[src/rtl/pc_stack_n2t.sv]
// Program counter with a LIFO return-address stack (load/inc/call/ret; priority reset > ret > call > load > inc).
// One-cycle latency from sampled controls to outputs, no backpressure; overflow/underflow are sticky until reset.
module pc_stack_n2t #(
    parameter int WIDTH = 16,
    parameter int DEPTH = 8
) (
    input  logic             clk,
    input  logic             reset,
    input  logic [WIDTH-1:0] in,
    input  logic             load,
    input  logic             inc,
    input  logic             call,
    input  logic             ret,
    output logic [WIDTH-1:0] out,
    output logic             empty,
    output logic             full,
    output logic             overflow,
    output logic             underflow
);

    localparam int CW = $clog2(DEPTH + 1);
    localparam int AW = (DEPTH > 1) ? $clog2(DEPTH) : 1;
    localparam logic [CW-1:0] DEPTH_C = CW'(DEPTH);

    logic [WIDTH-1:0] out_q, out_d;
    logic [CW-1:0]    count_q, count_d;
    logic             overflow_q, overflow_d;
    logic             underflow_q, underflow_d;

    logic [WIDTH-1:0] mem_q [DEPTH];
    logic             wr_en;
    logic [AW-1:0]    wr_idx;
    logic [AW-1:0]    rd_idx;
    logic [WIDTH-1:0] out_inc;
    logic             is_empty;
    logic             is_full;

    assign out_inc  = out_q + WIDTH'(1);
    assign is_empty = (count_q == '0);
    assign is_full  = (count_q == DEPTH_C);
    assign wr_idx   = AW'(count_q);
    assign rd_idx   = AW'(count_q - CW'(1));

    always_comb begin
        out_d       = out_q;
        count_d     = count_q;
        overflow_d  = overflow_q;
        underflow_d = underflow_q;
        wr_en       = 1'b0;
        if (reset) begin
            out_d       = '0;
            count_d     = '0;
            overflow_d  = 1'b0;
            underflow_d = 1'b0;
        end else if (ret) begin
            // A simultaneous call is dropped silently; ret alone decides the flags.
            if (is_empty) begin
                underflow_d = 1'b1;
            end else begin
                out_d   = mem_q[rd_idx];
                count_d = count_q - CW'(1);
            end
        end else if (call) begin
            if (is_full) begin
                overflow_d = 1'b1;
            end else begin
                wr_en   = 1'b1;
                count_d = count_q + CW'(1);
                out_d   = in;
            end
        end else if (load) begin
            out_d = in;
        end else if (inc) begin
            out_d = out_inc;
        end
    end

    always_ff @(posedge clk) begin
        if (reset) begin
            out_q       <= '0;
            count_q     <= '0;
            overflow_q  <= 1'b0;
            underflow_q <= 1'b0;
        end else begin
            out_q       <= out_d;
            count_q     <= count_d;
            overflow_q  <= overflow_d;
            underflow_q <= underflow_d;
        end
    end

    // Return storage is never reset; only entries below count are ever read.
    always_ff @(posedge clk) begin
        if (wr_en) begin
            mem_q[wr_idx] <= out_inc;
        end
    end

    assign out       = out_q;
    assign empty     = is_empty;
    assign full      = is_full;
    assign overflow  = overflow_q;
    assign underflow = underflow_q;

endmodule

[config.mk]
export PLATFORM = sky130hd
export DESIGN_NAME = pc_stack_n2t
export DESIGN_NICKNAME = d
export VERILOG_FILES = /design/src/rtl/pc_stack_n2t.sv
export SDC_FILE = /design/constraint.sdc
export NUM_CORES = 1
export LEC_CHECK = 0
export CORE_ASPECT_RATIO = 0.8
export CORE_UTILIZATION = 40
export CTS_BUF_LIST = sky130_fd_sc_hd__clkbuf_8
export DETAILED_ROUTE_END_ITERATION = 7
export HOLD_SLACK_MARGIN = 0.05
export PLACE_DENSITY = 0.56
export SYNTH_ARGS = -nofsm -noshare
export SYNTH_HDL_FRONTEND = slang
export SYNTH_SLANG_ARGS = --single-unit
[constraint.sdc]
create_clock -name clk -period 3.3 [get_ports clk]
set_input_delay 0.66 -clock clk [delete_from_list [all_inputs] [get_ports clk]]
set_output_delay 0.66 -clock clk [all_outputs]
set_load 0.005 [all_outputs]
== Yosys cells after proc, flatten, opt, wreduce, memory -nomap -nowiden ==
Memory sizes are Yosys's and may differ from the RTL's.
Cells that the tools add are included.
Widths: inputs -> output; s select.

* Flip-flop bits (word level): 22
* RAM bits: 128
* Input bits: 22
* Output and inout bits: 20
* Memories kept: 1

* Add/sub/neg operators: 3
* Equal/unequal tests: 4
* Multiplexer cells: 16
* Bitwise gates (word level): 1
* Reduce and logical (&&, ||, !) cells: 7

{| class="wikitable"
|+ Memory list
! memory !! depth !! width !! read ports !! clocked after memory_dff !! write ports !! line !! source
|-
| mem_q || 8 || 16 || 1 || 0 || 1 || 30 || <nowiki>logic [WIDTH-1:0] mem_q [DEPTH];</nowiki>
|}

{| class="wikitable"
|+ Operators by type and width
! cell !! count
|-
| $mux 16 || 6
|-
| $add 16x1->16 const B || 1
|-
| $mux 4 || 4
|-
| $reduce_and 3->1 || 3
|-
| $mux 1 || 6
|-
| $add 4x1->4 const B || 1
|-
| $eq 4x4->1 const B || 1
|-
| $logic_not 4->1 || 1
|-
| $ne 2x2->1 const B || 2
|-
| $reduce_bool 4->1 || 1
|-
| $sub 4x1->4 const B || 1
|-
| $ne 3x3->1 const B || 1
|-
| $reduce_and 2->1 || 1
|-
| $reduce_bool 2->1 || 1
|-
| $not 1->1 || 1
|}

== Depth between registers and ports, before layout ==
Gate-level depths: netlist of the first run.

* Depth after elaboration: 7
* Gate-level depth with buffers: 12

== Worst setup path after synthesis of the first run ==
OpenSTA, ideal clock, no wires.

* Path kind: register to register
* Start: register count_q[0]
* End: memory mem_q[1][0] (enable)
* Setup time: 0.409 ns
* Data arrival time: 2.741 ns
* Required time: 2.891 ns
* Setup slack: 0.150 ns
* Cell stages (with the launch flop): 9
* Buffers on the path: 3
* Clock period less this slack: 3.150 ns
* Cell sequence: dfxtp_1 -> buf_2 -> buf_2 -> inv_1 -> ha_1 -> buf_2 -> nand3b_1 -> nand4_1 -> nor3_1

* Word-level cells in the longest chain between the ends: 7

{| class="wikitable"
|+ RTL lines
! item !! line !! source
|-
| from (decl) || 26 || <nowiki>logic [CW-1:0] count_q, count_d;</nowiki>
|-
| from (signal assigned) || 86 || <nowiki>count_q <= count_d;</nowiki>
|-
| $eq 4x4->1 || 40 || <nowiki>assign is_full = (count_q == DEPTH_C);</nowiki>
|-
| $mux 1 || 64 || <nowiki>if (is_full) begin</nowiki>
|-
| $mux 1 || 63 || <nowiki>end else if (call) begin</nowiki>
|-
| $mux 1 || 55 || <nowiki>end else if (ret) begin</nowiki>
|-
| $mux 1 || 50 || <nowiki>if (reset) begin</nowiki>
|-
| $mux 1 || 94 || <nowiki>if (wr_en) begin</nowiki>
|-
| $mux 1 (not written as such) || 95 || <nowiki>mem_q[wr_idx] <= out_inc;</nowiki>
|-
| to (decl) || 30 ||
|}

Several ways; a longest one is shown, not always the timed one.

== Worst setup path after layout of the first run ==
* Start: register count_q[1]
* End: output port full

* Word-level cells in the longest chain between the ends: 1

{| class="wikitable"
|+ RTL lines
! item !! line !! source
|-
| $eq 4x4->1 || 40 ||
|-
| to (decl) || 16 || <nowiki>output logic full,</nowiki>
|}

Every way passes these cells.

==> key figures, run 1 <==
Routing
  – Post-Route WL: 17200 µm
  – Drt via density: 5.75
  – DRT iter0 DRCs: 514
  – Antenna-violating nets left: 0
  – Router iterations before antenna repair: 7
  – WL per Instance: 24.0 µm
  – Residual DRC: 0
  – Via count: 4114

Placement
  – Detailed placer's ending HPWL: 11400 µm
  – DP Worst Slack: 0.443 ns
  – Routability Congestion: 0.911
  – DP Area: 7240 µm²
  – Placed cell count: 685
  – Port Buffers: 41

Outcome
  – Status: finished, final reports clean

Worst setup path
  – WP data required: 2.64 ns
  – Critical Path Start: count_q[1]
  – Worst reg2reg path startpoint: count_q[1]
  – Critical Path Sink Type: output pin
  – FF-to-FF End: out[6]
  – CP Capture Point: full
  – CP startpoint kind: register
  – Crit Path Category: reg2out
  – Crit-path max FO: 7
  – R2R depth: 7
  – CP Data Arrival Time: 2.40 ns
  – R2R Setup Slk: 0.59 ns

Synth
  – Synth cell types: 56
  – Post-Synthesis Cell Area: 6390 µm²
  – Post-synthesis cell count: 426
  – Synth cell count leaders: edfxtp_1, nor2_1, nand2_1, mux4_2, dfxtp_1
  – Synth top area share: 0.602
  – Synth Net Count: 451
  – Syn avg cell area: 15.0 µm²
  – Ranking of synthesized cells by area: edfxtp_1, mux4_2, dfxtp_1, nor2_1, nand2_1
  – Cell taking the most area after synthesis: edfxtp_1
  – Synth Register Bits: 150
  – Post-synth EDFFs: 128
  – Most used DFF post-synth: edfxtp_1
  – Synth warn: 0
  – Async SR Flop Fraction: 0
  – Count leader, synth: edfxtp_1
  – Seq/Total Area, Yosys: 0.671

Timing
  – Slew headroom: 0.343
  – Setup WS post-layout: 0.239 ns
  – Setup repair after global routing missed its margin: false
  – Clk_skew: 0.00855 ns
  – Fmax: 327 MHz
  – Worst slew pin tran: 0.978 ns
  – Fin. Hold Viols: 0
  – Setup tns final: 0 ns
  – Max Slew Vio Count: 0
  – Final setup viols: 0
  – Tmin final: 3.06 ns
  – Final Cycle Share: 0.928

Power
  – Flop pwr share: 0.405
  – Clock network power share: 0.199
  – Int Power: 4.23 mW
  – Switching fraction of total power: 0.365
  – Sw Pwr: 2.43 mW
  – Peak VDD IR: 0.000406 V
  – Leak Pwr: 2.54 nW
  – Power per cell area: 877 nW/µm²
  – Gate power share: 0.397

GRT
  – Vias in the first global route: 3877
  – Largest net degree at the start of global routing: 28
  – Initial antenna violation count: 0
  – Total grt overflow: 0
  – First-pass GRT wire length: 26000 µm
  – GRT Total Usage: 0.229

Cells and area
  – Final Instance Area: 7600 µm²
  – # nets final: 519
  – ANT cells: 0
  – Area grow syn2layout: 19.0%
  – Non-filler cells, final: 716
  – Fraction of final layout cells sized beyond drive strength 1: 0.194

CTS
  – Hold_buf cts: 0
  – Postcts setup bufs: 0
  – CTS buffer count: 17
  – Worst-path clk slew: 0.08 ns
  – Clock sinks: 150
  – Root Driver: clkbuf_8
  – H-tree depth: 4
  – CTS tree: yes
  – Post-cts sizing count: 0
  – Clock buffer depth: 2
  – Clock latency on the worst-skew pair: 0.44 ns

Die
  – Die Width: 143 µm
  – Core area: 15300 µm²
  – Initial Utilization: 0.417
  – # rows: 40
  – Die Ht: 115 µm
  – I/O pins: 42
  – Area of the die: 16500 µm²

Flow run
  – Maxcap violations: 0

Min path
  – Hold Path Class: reg2reg
state kept, by name, summed over array words and instances, names as in the netlist:
name / count
underflow: 1
count_q: 4
overflow: 1
mem_q: 128
out: 16
through the flow:
stage	hold WS (ns)	utilization	power [mW]
after floorplan	0.460	-	4.26
after global placement	0.464	0.473	5.34
after detailed placement	0.473	0.473	5.37
after CTS	0.495	0.496	6.69
after global routing	0.523	0.496	7.01
final	0.490	0.496	6.67
cell usage in the layout, fill, tap and decap left out, types with 4 or more instances in the layout:
cell type,netlist,layout
nand3_1,7,7
buf_4,1,26
or3_1,4,4
nor3_1,9,7
nor2_1,43,39
mux2i_1,11,11
a21oi_1,11,11
nand4_1,8,8
clkbuf_8,0,17
mux4_1,4,4
o22ai_1,5,5
dfxtp_1,22,21
inv_1,8,9
nand2_1,31,31
nor2_2,0,4
o21ai_0,11,11
inv_6,0,4
a31oi_1,6,6
clkdlybuf4s50_1,0,41
or2_2,5,5
mux4_2,23,23
xor2_1,10,10
a311oi_1,4,4
xnor2_1,7,7
edfxtp_1,128,128
nor4_1,4,4
clkinvlp_4,0,4
worst max-delay path, stage by stage (launching register included):
cell	delay [ns]
dfxtp_1	0.48
inv_1	0.12
ha_1	0.34
nand3b_1	0.25
clkinv_1	0.25
clkdlybuf4s50_1	0.52
layer usage:
| metal | GRT usage | share of wire | vias to the layer above |
|---|---|---|---|
| met5 | 0 | 0 | - |
| met4 | 0.0688 | 0.017 | 0 |
| met3 | 0.0641 | 0.077 | 24 |
| met2 | 0.308 | 0.42 | 185 |
| met1 | 0.355 | 0.48 | 2096 |
| li1 | - | - | 1809 |
area by class of cell:
cell class,instances,area [µm²]
Tap cell,210,263
Clock inverter,14,126
Clock buffer,17,234
Timing Repair Buffer,70,666
Multi-Input combinational cell,246,1990
Fill cell,1353,7710
Inverter,9,33.8
Sequential cell,150,4290
worst min-delay path by stage:
stage	start	end	depth (start not counted)
floorplan	overflow	overflow	2
global placement	overflow	overflow	2
detailed placement	overflow	overflow	2
CTS	overflow	overflow	2
global route	underflow	underflow	2
finish	overflow	overflow	2
power groups by stage:
stage	Sequential, mW	Combinational [mW]	Clock [mW]
finish	2.70	2.64	1.32
global route	2.72	2.85	1.44
CTS	2.69	2.64	1.35
detailed placement	2.74	2.63	0
global placement	2.73	2.61	0
floorplan	2.63	1.63	0
cells by family after synthesis:
family | Yosys count | share of synthesized area
compound gates | 63 | 0.0685
xor+xnor | 18 | 0.0276
fa+ha+maj | 3 | 0.00588
buf+inv | 30 | 0.0206
flops | 150 | 0.671
mux | 40 | 0.118
simple gates | 122 | 0.0885
Note: power is estimated with default switching activity, not from simulation.
==> inputs of run 2 (changes only) <==
Settings changed: CORE_UTILIZATION 40 to 45, PLACE_DENSITY 0.56 to 0.62.
==> run 2 against run 1 <==
Count of clock-buffer cells in the layout up 1. Core utilization up 6.2 points. First-iteration DRC count down 35%. Global-route usage up 0.95 points. Sequential share of layout area down 0.31 points. Critical path depth unchanged. Combinational power down 4%. Setup slack worse by 0.018 ns. Die area down 11%. Clock skew up 0.0024 ns. Final area up 0.56%. Fmax down 0.57%.
==> key figures, run 2 (same netlist as run 1, synthesis figures left out) <==
Routing
  – Drt via density: 5.94
  – Residual DRC: 0
  – Via count: 4092
  – DRT iter0 DRCs: 334
  – Post-Route WL: 16100 µm
  – Router iterations before antenna repair: 5
  – Antenna-violating nets left: 0
  – WL per Instance: 23.3 µm

Cells and area
  – # nets final: 521
  – Non-filler cells, final: 689
  – Most common library cell in the layout ignoring fill and taps: edfxtp_1
  – ANT cells: 0
  – FILL cells: 1092
  – Fraction of final layout cells sized beyond drive strength 1: 0.202
  – Register area: 4290 µm²
  – Area grow syn2layout: 19.6%
  – Multi-input gate area: 2000 µm²
  – Most frequent cells in the layout: edfxtp_1, clkdlybuf4s50_1, nor2_1
  – Most flop-heavy register: mem_q
  – Final Instance Area: 7640 µm²
  – Final Core Density: 0.558
  – Largest register FFs: 128

GRT
  – Initial antenna violation count: 0
  – First-pass GRT wire length: 24400 µm
  – Largest net degree at the start of global routing: 28
  – GRT Total Usage: 0.238
  – Vias in the first global route: 4022
  – Total grt overflow: 0

CTS
  – Root Driver: clkbuf_8
  – Postcts setup bufs: 0
  – CTS tree: yes
  – H-tree depth: 4
  – Post-cts sizing count: 0
  – Hold_buf cts: 0
  – Clock buffer depth: 2
  – Clock sinks: 150
  – CTS buffer count: 17
  – Worst-path clk slew: 0.08 ns
  – Clock latency on the worst-skew pair: 0.44 ns

Min path
  – Hold EP: underflow
  – Hold Path Class: reg2reg
  – Hold wc startpoint: underflow
  – Hold depth: 2

Timing
  – Fin. Hold Viols: 0
  – Max Slew Vio Count: 0
  – Setup repair after global routing missed its margin: false
  – Slew headroom: 0.434
  – Final Cycle Share: 0.933
  – WHS: 0.484 ns
  – Tmin final: 3.08 ns
  – Worst slew pin tran: 0.846 ns
  – Setup WS post-layout: 0.221 ns
  – Fmax: 325 MHz
  – Final setup viols: 0
  – Clk_skew: 0.0109 ns
  – Setup tns final: 0 ns

Worst setup path
  – Crit Path Category: reg2out
  – Slowest cell on the critical path: clkdlybuf4s50_1
  – CP startpoint kind: register
  – Critical Path Sink Type: output pin
  – Worst reg2reg path startpoint: count_q[1]
  – FF-to-FF End: out[9]
  – Critical Path Start: count_q[1]
  – Crit-path max FO: 7
  – WP data required: 2.64 ns
  – Worst-path cell chain: inv_1 > ha_1 > nand3b_1 > clkinv_1 > clkdlybuf4s50_1
  – Max stage delay on crit path: 0.51 ns
  – R2R Setup Slk: 0.57 ns
  – CP Data Arrival Time: 2.42 ns
  – R2R depth: 7

Placement
  – DP Area: 7210 µm²
  – Placed cell count: 657
  – Port Buffers: 41
  – Detailed placer's ending HPWL: 10800 µm
  – DP Worst Slack: 0.556 ns
  – Routability Congestion: 0.874

Power
  – Peak VDD IR: 0.000617 V
  – Total power: 6.73 mW
  – Leak Pwr: 2.60 nW
  – Power per cell area: 881 nW/µm²

Die
  – Initial Utilization: 0.467
  – Die Width: 135 µm
  – Die Ht: 109 µm
  – # rows: 38
  – Core area: 13700 µm²
  – I/O pins: 42
  – Area of the die: 14700 µm²

Outcome
  – Status: finished, final reports clean

Flow run
  – Maxcap violations: 0
[run 2: report_power, final]
| group | internal [mW] | total, mW | switching (mW) | leakage (nW) |
|---|---|---|---|---|
| logic | 1.14 | 2.54 | 1.40 | 1.03 |
| clock network | 0.838 | 1.52 | 0.681 | 0.219 |
| registers | 2.45 | 2.67 | 0.225 | 1.35 |
| total | 4.43 | 6.73 | 2.30 | 2.60 |
[run 2: critical path: cells and delay by family, from the launching register on]
family	cells	cell delay, ns
buffers and inverters	3	0.90
flip-flops	1	0.49
adder cells (fa/ha/maj)	1	0.33
AND/OR/NAND/NOR	1	0.25
[run 2: worst max-delay path by stage]
stage / slack [ns] / cells past startpoint / end
global placement: 0.60 / 7 / out[9]
global route: 0.06 / 5 / full
detailed placement: 0.56 / 5 / out[0]
finish: 0.22 / 5 / full
floorplan: 0.15 / 8 / mem_q[1][0]
CTS: 0.23 / 5 / full
[run 2: area by class of cell]
| type | count | area share |
|---|---|---|
| sequential | 150 | 0.561 |
| multi-input combinational | 246 | 0.261 |
| timing repair buffer | 72 | 0.0874 |
| clock buffer | 18 | 0.0324 |
| tap | 180 | 0.0295 |
| clock inverter | 14 | 0.0242 |
| inverter | 9 | 0.00442 |
[run 2: routing by layer]
layer  wire length (µm)  vias to the layer above  track usage
li1                   -                     1810            -
met1               7580                     2079        0.357
met2               7090                      186        0.343
met3               1200                       17       0.0605
met4                215                        0       0.0618
met5                  0                        -            0
==> inputs of run 3 (changes only) <==
Settings changed: CORE_MARGIN set to 10, SLEW_MARGIN set to 30.
==> run 3 against run 2 <==
Clock skew decreased by 0.00082 ns. Clock power about the same. Sequential share of layout area increased by 0.074 points. Wire length increased by 1.6%. Critical path type unchanged.
==> key figures, run 3 (same netlist as run 1, synthesis figures left out) <==
Outcome
  – Status: finished, final reports clean

CTS
  – Root Driver: clkbuf_8
  – Hold_buf cts: 0
  – CTS buffer count: 17
  – Clock sinks: 150
  – H-tree depth: 4
  – Clock buffer depth: 2
  – Clock latency on the worst-skew pair: 0.45 ns
  – Postcts setup bufs: 0
  – CTS tree: yes
  – Post-cts sizing count: 0
  – Worst-path clk slew: 0.08 ns

Worst setup path
  – Crit-path max FO: 7
  – CP Data Arrival Time: 2.45 ns
  – WP data required: 2.64 ns
  – CP startpoint kind: register
  – Critical Path Sink Type: output pin
  – Crit Path Category: reg2out

Die
  – Die Ht: 127 µm
  – # rows: 38
  – Die Width: 153 µm
  – I/O pins: 42
  – Area of the die: 19400 µm²
  – Initial Utilization: 0.465
  – Core area: 13700 µm²

Routing
  – Top metal layer carrying routed signals: met4
  – Met1 Wirelength: 7150 µm
  – Post-Route WL: 16300 µm
  – DRT iter0 DRCs: 376
  – Antenna-violating nets left: 0
  – Drt via density: 5.91
  – WL per Instance: 23.8 µm
  – Router iterations before antenna repair: 5
  – Via count: 4069
  – Met3 Routed Length: 1780 µm
  – Residual DRC: 0
  – DR WL met2: 7070 µm

GRT
  – Initial antenna violation count: 0
  – Largest net degree at the start of global routing: 28
  – GRT Total Usage: 0.175
  – Total grt overflow: 0
  – First-pass GRT wire length: 25600 µm
  – Vias in the first global route: 4211

Cells and area
  – Largest register FFs: 128
  – Fraction of final layout cells sized beyond drive strength 1: 0.199
  – Final Instance Area: 7630 µm²
  – ANT cells: 0
  – FILL cells: 1091
  – Non-filler cells, final: 688
  – Most frequent cells in the layout: edfxtp_1, clkdlybuf4s50_1, nor2_1
  – Area grow syn2layout: 19.5%
  – # nets final: 520
  – Most common library cell in the layout ignoring fill and taps: edfxtp_1
  – Most flop-heavy register: mem_q

Timing
  – Slew headroom: 0.485
  – Clk_skew: 0.0101 ns
  – WHS: 0.487 ns
  – Setup tns final: 0 ns
  – Worst slew pin tran: 0.767 ns
  – Fmax: 322 MHz
  – Final setup viols: 0
  – Setup repair after global routing missed its margin: false
  – Final Cycle Share: 0.941
  – Tmin final: 3.11 ns
  – Max Slew Vio Count: 0
  – Fin. Hold Viols: 0

Placement
  – Detailed placer's ending HPWL: 11300 µm
  – Placed cell count: 656
  – Routability Congestion: 0.871
  – Port Buffers: 41
  – DP Area: 7190 µm²

Power
  – Power per cell area: 886 nW/µm²
  – Peak VDD IR: 0.000364 V
  – Leak Pwr: 2.60 nW
  – Total power: 6.76 mW

Min path
  – Hold Path Class: reg2reg

Flow run
  – Maxcap violations: 0
run 3: cell count changes in the layout (fill, tap and decap cells not counted), sizes merged:
cell / change
clkbuf: +3
buf: -1
clkinv: -1
clkinvlp: -1
inv: -1
run 3: critical path: stages, from the launching register on:
cell and delay, ns:
dfxtp_1 0.49, inv_1 0.12, ha_1 0.32, nand3b_1 0.26
clkinv_1 0.27, clkdlybuf4s50_1 0.52
run 3: area by class of cell:
cell class                 instances  area (µm²)  area share
clock buffer                      21         289      0.0379
clock inverter                    11         156      0.0205
inverter                           9        33.8     0.00443
multi-input combinational        246        2000       0.261
sequential                       150        4290       0.561
tap                              180         225      0.0295
timing repair buffer              71         648      0.0849
run 3: path summary, 6_finish.rpt:
kind	start	slack (ns)	endpoint	depth (start not counted)
worst min register to register	underflow	0.49	underflow	2
worst max-delay path	count_q[1]	0.19	full	5
worst min-delay path	underflow	0.49	underflow	2
worst max register to register	count_q[1]	0.57	out[5]	7
run 3: metal layers:
metal,vias to the layer above,track usage
li1,1814,-
met1,2028,0.238
met2,200,0.242
met3,27,0.0702
met4,0,0.0728
met5,-,0
run 3: metrics by stage:
stage               utilization  worst slack [ns]
finish                    0.556             0.193
floorplan                     -             0.150
global route              0.556            0.0396
CTS                       0.556             0.188
detailed placement        0.523             0.506
global placement          0.523             0.640
run 3: where the power goes:
group	total [mW]	internal [mW]	switching [mW]
sequential	2.66	2.45	0.215
clock	1.55	0.894	0.660
combinational	2.55	1.16	1.39
